**config.mk**
```make
export PLATFORM = sky130hd
export DESIGN_NAME = stack_arbiter_flat
export DESIGN_NICKNAME = d
export VERILOG_FILES = /design/src/rtl/stack_arbiter_pkg.sv /design/src/rtl/stack_arbiter_if.sv /design/src/rtl/stack_arbiter_rr_arbiter.sv /design/src/rtl/stack_arbiter.sv /design/src/flat_wrapper.sv
export SDC_FILE = /design/constraint.sdc
export NUM_CORES = 1
export LEC_CHECK = 0
export CORE_MARGIN = 3
export CORE_UTILIZATION = 30
export DETAILED_ROUTE_END_ITERATION = 16
export PLACE_DENSITY = 0.78
export SYNTH_ARGS = -nofsm -noshare
export SYNTH_HDL_FRONTEND = slang
export SYNTH_HIERARCHICAL = 1
export SYNTH_SLANG_ARGS = --single-unit
```
**constraint.sdc**
```tcl
create_clock -name clk -period 3.83 [get_ports clk]
set_input_delay 0.383 -clock clk [delete_from_list [all_inputs] [get_ports clk]]
set_output_delay 0.383 -clock clk [all_outputs]
set_load 0.02 [all_outputs]
```
**src/rtl/stack_arbiter_pkg.sv**
```systemverilog
// ---------------------------------------------------------------------------
// stack_arb_pkg
// Shared definitions for the stack arbiter slice: controller state encoding
// and the per-requester operation encoding carried on the op vector.
// ---------------------------------------------------------------------------
package stack_arb_pkg;

  // RUN arbitrates requests, FLUSH drains the stack with no grants issued.
  typedef enum logic {
    RUN   = 1'b0,
    FLUSH = 1'b1
  } state_e;

  localparam logic OP_PUSH = 1'b1;
  localparam logic OP_POP  = 1'b0;

endpackage

```
**src/rtl/stack_arbiter_if.sv**
```systemverilog
// ---------------------------------------------------------------------------
// stack_arbiter_if
// Requester-side bus of the stack arbiter.
//   req       N    per-requester request, held until granted
//   op        N    per-requester operation (1 = push, 0 = pop)
//   wdata     N*D  per-requester push data, requester i on [i*D +: D]
//   gnt       N    one-hot grant
//   rsp_valid 1    response pulse, one cycle after the grant
//   rsp_id    clog2(N) responding requester
//   rsp_data  D    popped value, 0 for push or error
//   rsp_err   1    overflow / underflow
// Modports: master = requester agents, slave = the arbiter.
// ---------------------------------------------------------------------------
interface stack_arbiter_if #(
  parameter int N = 4,
  parameter int D = 32
);

  logic [N-1:0]         req;
  logic [N-1:0]         op;
  logic [N*D-1:0]       wdata;
  logic [N-1:0]         gnt;
  logic                 rsp_valid;
  logic [$clog2(N)-1:0] rsp_id;
  logic [D-1:0]         rsp_data;
  logic                 rsp_err;

  modport master (
    output req, op, wdata,
    input  gnt, rsp_valid, rsp_id, rsp_data, rsp_err
  );

  modport slave (
    input  req, op, wdata,
    output gnt, rsp_valid, rsp_id, rsp_data, rsp_err
  );

endinterface

```
**src/rtl/stack_arbiter_rr_arbiter.sv**
```systemverilog
// ---------------------------------------------------------------------------
// rr_arbiter
// Round-robin arbiter that owns the rotating priority pointer.
//   clk, reset  clock, asynchronous active-high reset
//   req    N    request vector (already masked by the caller)
//   accept 1    grant is taken this cycle; pointer may advance
//   gnt    N    one-hot grant, combinational
// After reset requester 0 has highest priority; after a grant to i the
// search starts at (i + 1) mod N. The pointer only moves on an accepted grant.
// ---------------------------------------------------------------------------
module rr_arbiter #(
  parameter int N = 4
) (
  input  logic         clk,
  input  logic         reset,
  input  logic [N-1:0] req,
  input  logic         accept,
  output logic [N-1:0] gnt
);

  localparam int PW = $clog2(N);

  logic [PW-1:0] ptr_q;
  logic [PW-1:0] ptr_d;
  logic [PW-1:0] idx;
  logic          found;

  always_comb begin
    gnt   = '0;
    ptr_d = ptr_q;
    found = 1'b0;
    idx   = '0;
    for (int k = 0; k < N; k++) begin
      idx = PW'((int'(ptr_q) + k) % N);
      if (!found && req[idx]) begin
        gnt[idx] = 1'b1;
        found    = 1'b1;
        ptr_d    = PW'((int'(idx) + 1) % N);
      end
    end
    if (!accept) begin
      ptr_d = ptr_q;
    end
  end

  always_ff @(posedge clk or posedge reset) begin
    if (reset) begin
      ptr_q <= '0;
    end else begin
      ptr_q <= ptr_d;
    end
  end

endmodule

```
**src/rtl/stack_arbiter.sv**
```systemverilog
// ---------------------------------------------------------------------------
// stack_arbiter
// Shares one LIFO stack among N requesters: round-robin arbitration of
// push/pop requests, occupancy bookkeeping, registered responses and a
// flush sequence that drains the stack.
//   clk, reset   clock, asynchronous active-high reset (shared with stack)
//   bus          stack_arbiter_if.slave requester bus
//   flush        single-cycle drain request
//   stk_push     stack push strobe       (combinational)
//   stk_pop      stack pop strobe        (combinational)
//   stk_wdata    stack write data        (combinational, 0 when not pushing)
//   stk_rdata    stack top-of-stack value, valid when count > 0
//   count        occupancy 0..2**A
//   full, empty  count == 2**A, count == 0
//   busy         high while in FLUSH
//   hwm          occupancy high-water mark
// Build option: define STACK_ARB_HWM_EN to implement the hwm register;
// otherwise hwm is tied to 0.
// ---------------------------------------------------------------------------
module stack_arbiter
  import stack_arb_pkg::*;
#(
  parameter int N = 4,
  parameter int D = 32,
  parameter int A = 4
) (
  input  logic            clk,
  input  logic            reset,
  stack_arbiter_if.slave  bus,
  input  logic            flush,
  output logic            stk_push,
  output logic            stk_pop,
  output logic [D-1:0]    stk_wdata,
  input  logic [D-1:0]    stk_rdata,
  output logic [A:0]      count,
  output logic            full,
  output logic            empty,
  output logic            busy,
  output logic [A:0]      hwm
);

  localparam int         IW    = $clog2(N);
  localparam logic [A:0] DEPTH = {1'b1, {A{1'b0}}};
  localparam logic [A:0] ONE   = {{A{1'b0}}, 1'b1};

  state_e         state_q;
  logic [A:0]     count_q;
  logic [A:0]     count_d;
  logic           rspValid_q;
  logic [IW-1:0]  rspId_q;
  logic [D-1:0]   rspData_q;
  logic           rspErr_q;

  logic           isFull;
  logic           isEmpty;
  logic           grantEn;
  logic           granted;
  logic [IW-1:0]  gntId;
  logic           gntOp;
  logic [D-1:0]   gntData;
  logic           doPush;
  logic           doPop;
  logic           flushPop;

  // Grants are suppressed while reset is held so gnt and the stack strobes
  // show their reset values even if requesters keep req asserted.
  assign grantEn = (state_q == RUN) && !flush && !reset;

  rr_arbiter #(.N(N)) u_arb (
    .clk    (clk),
    .reset  (reset),
    .req    (bus.req & {N{grantEn}}),
    .accept (grantEn),
    .gnt    (bus.gnt)
  );

  always_comb begin
    gntId   = '0;
    gntOp   = OP_POP;
    gntData = '0;
    for (int i = 0; i < N; i++) begin
      if (bus.gnt[i]) begin
        gntId   = IW'(i);
        gntOp   = bus.op[i];
        gntData = bus.wdata[i*D +: D];
      end
    end
  end

  always_comb begin
    isFull    = (count_q == DEPTH);
    isEmpty   = (count_q == '0);
    granted   = |bus.gnt;
    doPush    = granted && (gntOp == OP_PUSH) && !isFull;
    doPop     = granted && (gntOp == OP_POP) && !isEmpty;
    flushPop  = (state_q == FLUSH) && !isEmpty && !reset;
    stk_push  = doPush;
    stk_pop   = doPop || flushPop;
    stk_wdata = doPush ? gntData : '0;
    count_d   = count_q;
    if (stk_push) begin
      count_d = count_q + ONE;
    end else if (stk_pop) begin
      count_d = count_q - ONE;
    end
  end

  // FLUSH is left in the cycle that pops the last entry (or immediately
  // when already empty), so N entries cost exactly N busy cycles.
  always_ff @(posedge clk or posedge reset) begin
    if (reset) begin
      state_q    <= RUN;
      count_q    <= '0;
      rspValid_q <= 1'b0;
      rspId_q    <= '0;
      rspData_q  <= '0;
      rspErr_q   <= 1'b0;
    end else begin
      count_q    <= count_d;
      rspValid_q <= granted;
      if (granted) begin
        rspId_q   <= gntId;
        rspErr_q  <= (gntOp == OP_PUSH) ? isFull : isEmpty;
        rspData_q <= doPop ? stk_rdata : '0;
      end
      case (state_q)
        RUN: begin
          if (flush) begin
            state_q <= FLUSH;
          end
        end
        FLUSH: begin
          if (count_q <= ONE) begin
            state_q <= RUN;
          end
        end
      endcase
    end
  end

`ifdef STACK_ARB_HWM_EN
  logic [A:0] hwm_q;

  always_ff @(posedge clk or posedge reset) begin
    if (reset) begin
      hwm_q <= '0;
    end else if (count_d > hwm_q) begin
      hwm_q <= count_d;
    end
  end

  assign hwm = hwm_q;
`else
  assign hwm = '0;
`endif

  assign bus.rsp_valid = rspValid_q;
  assign bus.rsp_id    = rspId_q;
  assign bus.rsp_data  = rspData_q;
  assign bus.rsp_err   = rspErr_q;
  assign count         = count_q;
  assign full          = (count_q == DEPTH);
  assign empty         = (count_q == '0);
  assign busy          = (state_q == FLUSH);

endmodule

```
**src/flat_wrapper.sv**
```systemverilog
// flat-port wrapper written by rule: the top's interface ports become plain ports
module stack_arbiter_flat import stack_arb_pkg::*;
#(
  parameter int N = 4,
  parameter int D = 32,
  parameter int A = 4
)
  (clk, reset, flush, stk_push, stk_pop, stk_wdata, stk_rdata, count, full, empty, busy, hwm, bus_req, bus_op, bus_wdata, bus_gnt, bus_rsp_valid, bus_rsp_id, bus_rsp_data, bus_rsp_err);
  stack_arbiter_if #(.N(N), .D(D)) bus_i ();
  input  logic clk;
  input  logic reset;
  input  logic flush;
  output logic stk_push;
  output logic stk_pop;
  output logic [D-1:0] stk_wdata;
  input  logic [D-1:0] stk_rdata;
  output logic [A:0] count;
  output logic full;
  output logic empty;
  output logic busy;
  output logic [A:0] hwm;
  input wire logic [$bits(bus_i.req)-1:0] bus_req;
  input wire logic [$bits(bus_i.op)-1:0] bus_op;
  input wire logic [$bits(bus_i.wdata)-1:0] bus_wdata;
  output wire logic [$bits(bus_i.gnt)-1:0] bus_gnt;
  output wire logic [$bits(bus_i.rsp_valid)-1:0] bus_rsp_valid;
  output wire logic [$bits(bus_i.rsp_id)-1:0] bus_rsp_id;
  output wire logic [$bits(bus_i.rsp_data)-1:0] bus_rsp_data;
  output wire logic [$bits(bus_i.rsp_err)-1:0] bus_rsp_err;
  assign bus_i.req = bus_req;
  assign bus_i.op = bus_op;
  assign bus_i.wdata = bus_wdata;
  assign bus_gnt = bus_i.gnt;
  assign bus_rsp_valid = bus_i.rsp_valid;
  assign bus_rsp_id = bus_i.rsp_id;
  assign bus_rsp_data = bus_i.rsp_data;
  assign bus_rsp_err = bus_i.rsp_err;
  stack_arbiter #(.N(N), .D(D), .A(A)) u_core (.clk(clk), .reset(reset), .bus(bus_i), .flush(flush), .stk_push(stk_push), .stk_pop(stk_pop), .stk_wdata(stk_wdata), .stk_rdata(stk_rdata), .count(count), .full(full), .empty(empty), .busy(busy), .hwm(hwm));
endmodule
```
* Yosys cells after proc, flatten, opt, wreduce, memory -nomap -nowiden
Cells that the tools add are included.
** Storage, ports and cells
- RAM bits :: 0
- Memories kept :: 0
- Logic and storage cells :: 105
- Latch bits :: 0
- Memory bits (read-only) :: 0
- Bits in registers :: 44
- Bits of input ports :: 171
** Operators by class
- Shift operators :: 0
- $mul :: 0
- Reduce and logical (&&, ||, !) cells :: 28
- Add/sub/neg operators :: 8
- Bitwise logic cells :: 6
- Div/mod/pow operators :: 0
- $lt $le $gt $ge :: 9
- Multiplexer cells :: 46
- Equal/unequal tests :: 1
** Operators by type and width (count)
- $mux 32 :: 6
- $mux 1 :: 19
- $mux 4 :: 4
- $logic_and 1x1->1 :: 15
- $lt 2x3->1 const B :: 4
- $mux 2 :: 6
- $or 4x4->4 :: 3
- $mux 5 :: 2
- $add 2x1->2 const B :: 4
- $bmux 1 s2 :: 4
- $demux 1 s2 :: 4
- $ge 2x1->1 const B :: 4
- $logic_not 1->1 :: 7
- $add 5x1->5 const B :: 1
- $eq 5x5->1 const B :: 1
- $le 5x1->1 const B :: 1
- $logic_not 5->1 :: 1
- $sub 5x1->5 const B :: 1
- $add 2x2->2 const B :: 2
- $and 4x4->4 :: 1
- $reduce_bool 4->1 :: 1
- $reduce_or 4->1 :: 1
- $not 1->1 :: 2
- $pmux 1 s2 :: 1
- other kinds (3) :: 3

* Depth between registers and ports, before layout
- Word-level depth :: 26
- Depth in mapped cells :: 16
- Gate-level depth less buffers :: 12

* By module
Netlist, hierarchy kept.
** By module, submodules not included
- stack_arbiter :: instances 1, cells an instance 267, area an instance 2675.1 um^2, seq. area each 1051.0 um^2
- rr_arbiter :: instances 1, cells an instance 56, area an instance 514.2 um^2, seq. area each 50.0 um^2

* Worst setup path before layout
Ideal clock, no wire load.
- Path type :: register to output
- Start :: register u_core.u_arb.ptr_q[0]
- End :: output port stk_wdata[10]
- Stages on the path, launching flop included :: 15
- Arrival :: 4.221 ns
- Slack :: -0.774 ns
- Cells stage by stage :: dfrtp_1 buf_6 inv_1 ha_1 buf_6 mux4_2 and2b_1 a22oi_1 o211ai_1 and2_2 o41ai_4 or2_1 buf_6 buf_2 nor3_1
** On the way
- Elaborated cells between the ends (all ways) :: 59
** RTL lines
- start, declared :: line stack_arbiter_rr_arbiter.sv:23 : logic [PW-1:0] ptr_q;
- start signal, assigned :: line stack_arbiter_rr_arbiter.sv:50 : ptr_q <= ptr_d;
- branches (longest 11 deep; another with $lt 2x3->1)
- $mux 4 (*) :: line stack_arbiter_rr_arbiter.sv:35 : if (!found && req[idx]) begin
- named net bus_gnt[2] :: line flat_wrapper.sv:25 : output wire logic [$bits(bus_i.gnt)-1:0] bus_gnt;
- $mux 1 (2 in a row) :: line stack_arbiter.sv:82 : if (bus.gnt[i]) begin
- $logic_and 1x1->1 (2 in a row) :: line stack_arbiter.sv:94 : doPush = granted && (gntOp == OP_PUSH) && !isFull;
- $mux 32 (*) :: line stack_arbiter.sv:99 : stk_wdata = doPush ? gntData : '0;
- end, declared :: line flat_wrapper.sv:15 : output logic [D-1:0] stk_wdata;
Mark *: on every way through the listed nets, which the timed path passes. The select of a mux whose other input is x is not followed.

* Worst setup path in the final report
- Start :: register u_core.u_arb.ptr_q[0]
- End :: output port stk_wdata[21]
** On the way
- Longest elaborated chain between the ends :: 19
- Elaborated cells between the ends (all ways) :: 59
** Ends and longest elaborated chain (line)
- branches (longest 11 deep; another with $lt 2x3->1)
- $mux 4 (*) :: stack_arbiter_rr_arbiter.sv:35
- $mux 1 (4 in a row) :: stack_arbiter.sv:82
- $logic_and 1x1->1 (2 in a row) :: stack_arbiter.sv:94
- $mux 32 (*) :: stack_arbiter.sv:99
Every way passes the cells marked *. The select of a mux whose other input is x is not followed.

==> flow_summary.yaml <==
run_status:
  run_status: "finished with violations"
  failed_checks: "negative setup slack"
cts:
  numCtsBuffers: 5
  clk_path_buf_depth: 2
  clkSinkCount: 44
  cts.clk_slew.worst_paths_ns: 0.09
  holdBufCountCts: 0
  cts_tree: "built"
  root_buffer: "clkbuf_8"
  cts_htree_levels: 2
  clock_latency_ns: 0.30
finish:
  diodes: 0
  post-route-util_pct: 72.9
  layout_common_cells: "clkdlybuf4s50_1 (215), buf_4 (75), buf_6 (44)"
  drive_gt1_share_pct: 40.4
  syn2layout_area_growth_pct: 136
  final_common_cell: "clkdlybuf4s50_1"
  final_nets: 836
setup_path:
  slowest_delay_ns: 0.51
  crit_chain: "inv_4, ha_4, mux4_2, buf_6, nor4b_4, nand2_1, o211ai_1, buf_4, and2_4, o41ai_4, buf_4, or2_4, buf_12, nor3_4, buf_6"
  start_kind: "flip-flop"
  cp.arrival_ns: 3.58
  cp-end-kind: "primary output"
  reg2reg_setup_slack_ns: 0.19
  worstSetupPathType: "reg2out"
  slowest_stage: "mux4_2"
  cp_max_fo: 6
  required_ns: 3.45
  r2r_cells: 16
placement:
  port_buffers: 252
  pre_cts_slack_ns: -0.856
  dp_hpwl_mm: 11.7
  gp_congestion: 0.875
pwr:
  finalPower_mw: 3.81
  p_sw_mw: 1.55
  combPwrFrac_pct: 70.0
  pwr-share-seq_pct: 22.0
  clkPwrFrac_pct: 8.0
  switching_share_pct: 40.8
  p_leak_nw: 2.93
  vdd_drop_max_mv: 0.446
  internal_power_mw: 2.26
  power_density_nw_per_um2: 506
logic_synthesis:
  synth_cells: 323
  synth-warning-count: 6
  ys_ff_latch: 44
  synthAdderAreaFrac_pct: 3.92
  yosysUniqueCellTypes: 54
  synth_area_per_cell_um2: 9.87
  ys_seq_area_share_pct: 34.5
  synth_top_family_by_area: "compound AO/OA/AOI/OAI gates"
  synth_flop_cell: "dfrtp_1"
  synth_compound_area_share_pct: 33.0
  syn_area_um2: 3190
  synthSimpleGateAreaFrac_pct: 14.6
  synthMuxAreaShare_pct: 4.47
  synth-xor-area-share_pct: 1.37
  synth_edf_count: 0
  synthArstFlopShare_pct: 100
sta:
  setup_ws_ns: -0.133
  setup_viol: 33
  hold_violations: 0
  fmax_mhz: 252
  fin_crit_sh_pct: 103
  worst_pin_slew_ns: 0.867
  whs_ns: 0.223
  worst_clock_skew_ns: 0.0126
  rsz0062_at_grt: "true"
  finalCriticalPeriod_ns: 3.96
  slew_viol_final: 0
  slew-limit-headroom_pct: 42.1
floorplan:
  die_area_um2: 11900
  io_pins: 258
  initial_utilization_pct: 30.9
  die_w_um: 109
  core-area_um2: 10300
  die_h_um: 109
  rows: 37
detailed_routing:
  first_pass_iters: 4
  route.detailed.drc: 0
  vias: 4245
  drt-total-wl_mm: 15.9
  ant_nets: 0
  wire_per_inst_um: 20.0
  via_per_inst: 5.36
  drtIter0Drc: 217
flow_run:
  maxCapViolCount: 0
global_routing:
  grt-ovfl-total: 0
  grt_antenna_before_repair: 0
  grt_pass1_wl_mm: 23.0
  grt_pass1_vias: 4422
  grt.total_usage_pct: 24.8
  grt_max_degree: 36
hold_path:
  holdCritPathClass: "in2async"
[layout make-up]
class                      count  area, µm²
inverter                      11       50.0
multi-input combinational    237       2490
fill                         733       2800
tap                          136        170
sequential                    44       1100
timing repair buffer         356       3620
clock buffer                   8       90.1
[cell families after synthesis]
logic type | count (synthesis)
AO/OA/AOI/OAI | 128
AND/OR/NAND/NOR | 78
buffers and inverters | 48
flip-flops | 44
adder cells (fa/ha/maj) | 10
multiplexers | 9
XOR/XNOR | 5
other | 1
[state kept, by name, summed over array words and instances (netlist names)]
signal / flops
u_core/bus.rsp_data: 32
u_core/bus.rsp_err: 1
u_core/bus.rsp_id: 2
u_core/bus.rsp_valid: 1
u_core/busy: 1
u_core/count: 5
u_core/u_arb/ptr_q: 2
[worst max-delay path, delay by kind of cell, from the launching register on]
kind	cells	cell delay, ns
buffers and inverters	6	0.83
and+or+nand+nor	5	1.03
muxes	1	0.51
adders and majority gates	1	0.27
DFF	1	0.41
AOI/OAI and AO/OA	2	0.22
[per-stage QoR]
step | instance area (µm²) | cells | setup TNS, ns
finish | 7520 | 792 | -2.34
global route | 7520 | 792 | -8.22
CTS | 7400 | 803 | -2.10
detailed placement | 6800 | 765 | -55.26
global placement | 6800 | 765 | -47.66
floorplan | 3620 | 327 | -17.24
[layer usage]
| metal | routed length (µm) | vias to the layer above | part of all wire (%) | GRT usage (%) |
|---|---|---|---|---|
| met5 | 0 | - | 0 | 0 |
| met4 | 642 | 0 | 4.0 | 9.92 |
| met3 | 1420 | 47 | 9.0 | 6.10 |
| met2 | 8020 | 217 | 51 | 44.6 |
| met1 | 5770 | 2026 | 36 | 27.9 |
| li1 | - | 1955 | - | - |
[cells in the mapped netlist, types with 3 or more instances]
cell type,number,area [µm²]
mux2i_1,3,30.0
and2_1,4,25.0
buf_4,5,37.5
buf_6,7,78.8
o22ai_1,33,206
xnor2_1,5,43.8
inv_1,8,30.0
a221oi_1,32,280
buf_2,4,20.0
clkbuf_1,21,78.8
dfrtp_1,44,1100
nor3_1,36,180
nand2_1,11,41.3
mux4_2,4,90.1
ha_1,10,125
a22o_2,23,230
a21oi_1,4,20.0
a22oi_1,4,30.0
nor2_1,7,26.3
o21ai_0,3,15.0
o211ai_1,5,37.5
a22o_1,9,78.8
[power groups by stage]
stage                     logic (mW)  clock network [mW]  registers, mW
after global routing            2.83               0.327          0.868
after floorplan                 1.08                   0           1.06
after CTS                       2.64               0.311          0.837
after detailed placement        2.38                   0          0.829
final                           2.67               0.303          0.838
after global placement          2.32                   0          0.833
[worst paths after layout]
check,from,to
max in group asynchronous,reset,u_core/bus.rsp_data[7]
worst max-delay path,u_core/u_arb/ptr_q[0],stk_wdata[21]
worst max register to register,u_core/u_arb/ptr_q[0],u_core/bus.rsp_data[13]
worst min-delay path,reset,u_core/u_arb/ptr_q[0]
min in group clk,u_core/bus.rsp_id[1],u_core/bus.rsp_id[1]
worst min register to register,u_core/bus.rsp_id[1],u_core/bus.rsp_id[1]
[what timing repair did]
action / CTS / global route
gates cloned: 5 / 3
gates resized for setup: 223 / 50
pin swaps: 23 / 24
endpoints found under the setup margin: 74 / 57
buffers inserted: 26 / 7
No activity file was read; power rests on OpenSTA's default activity.
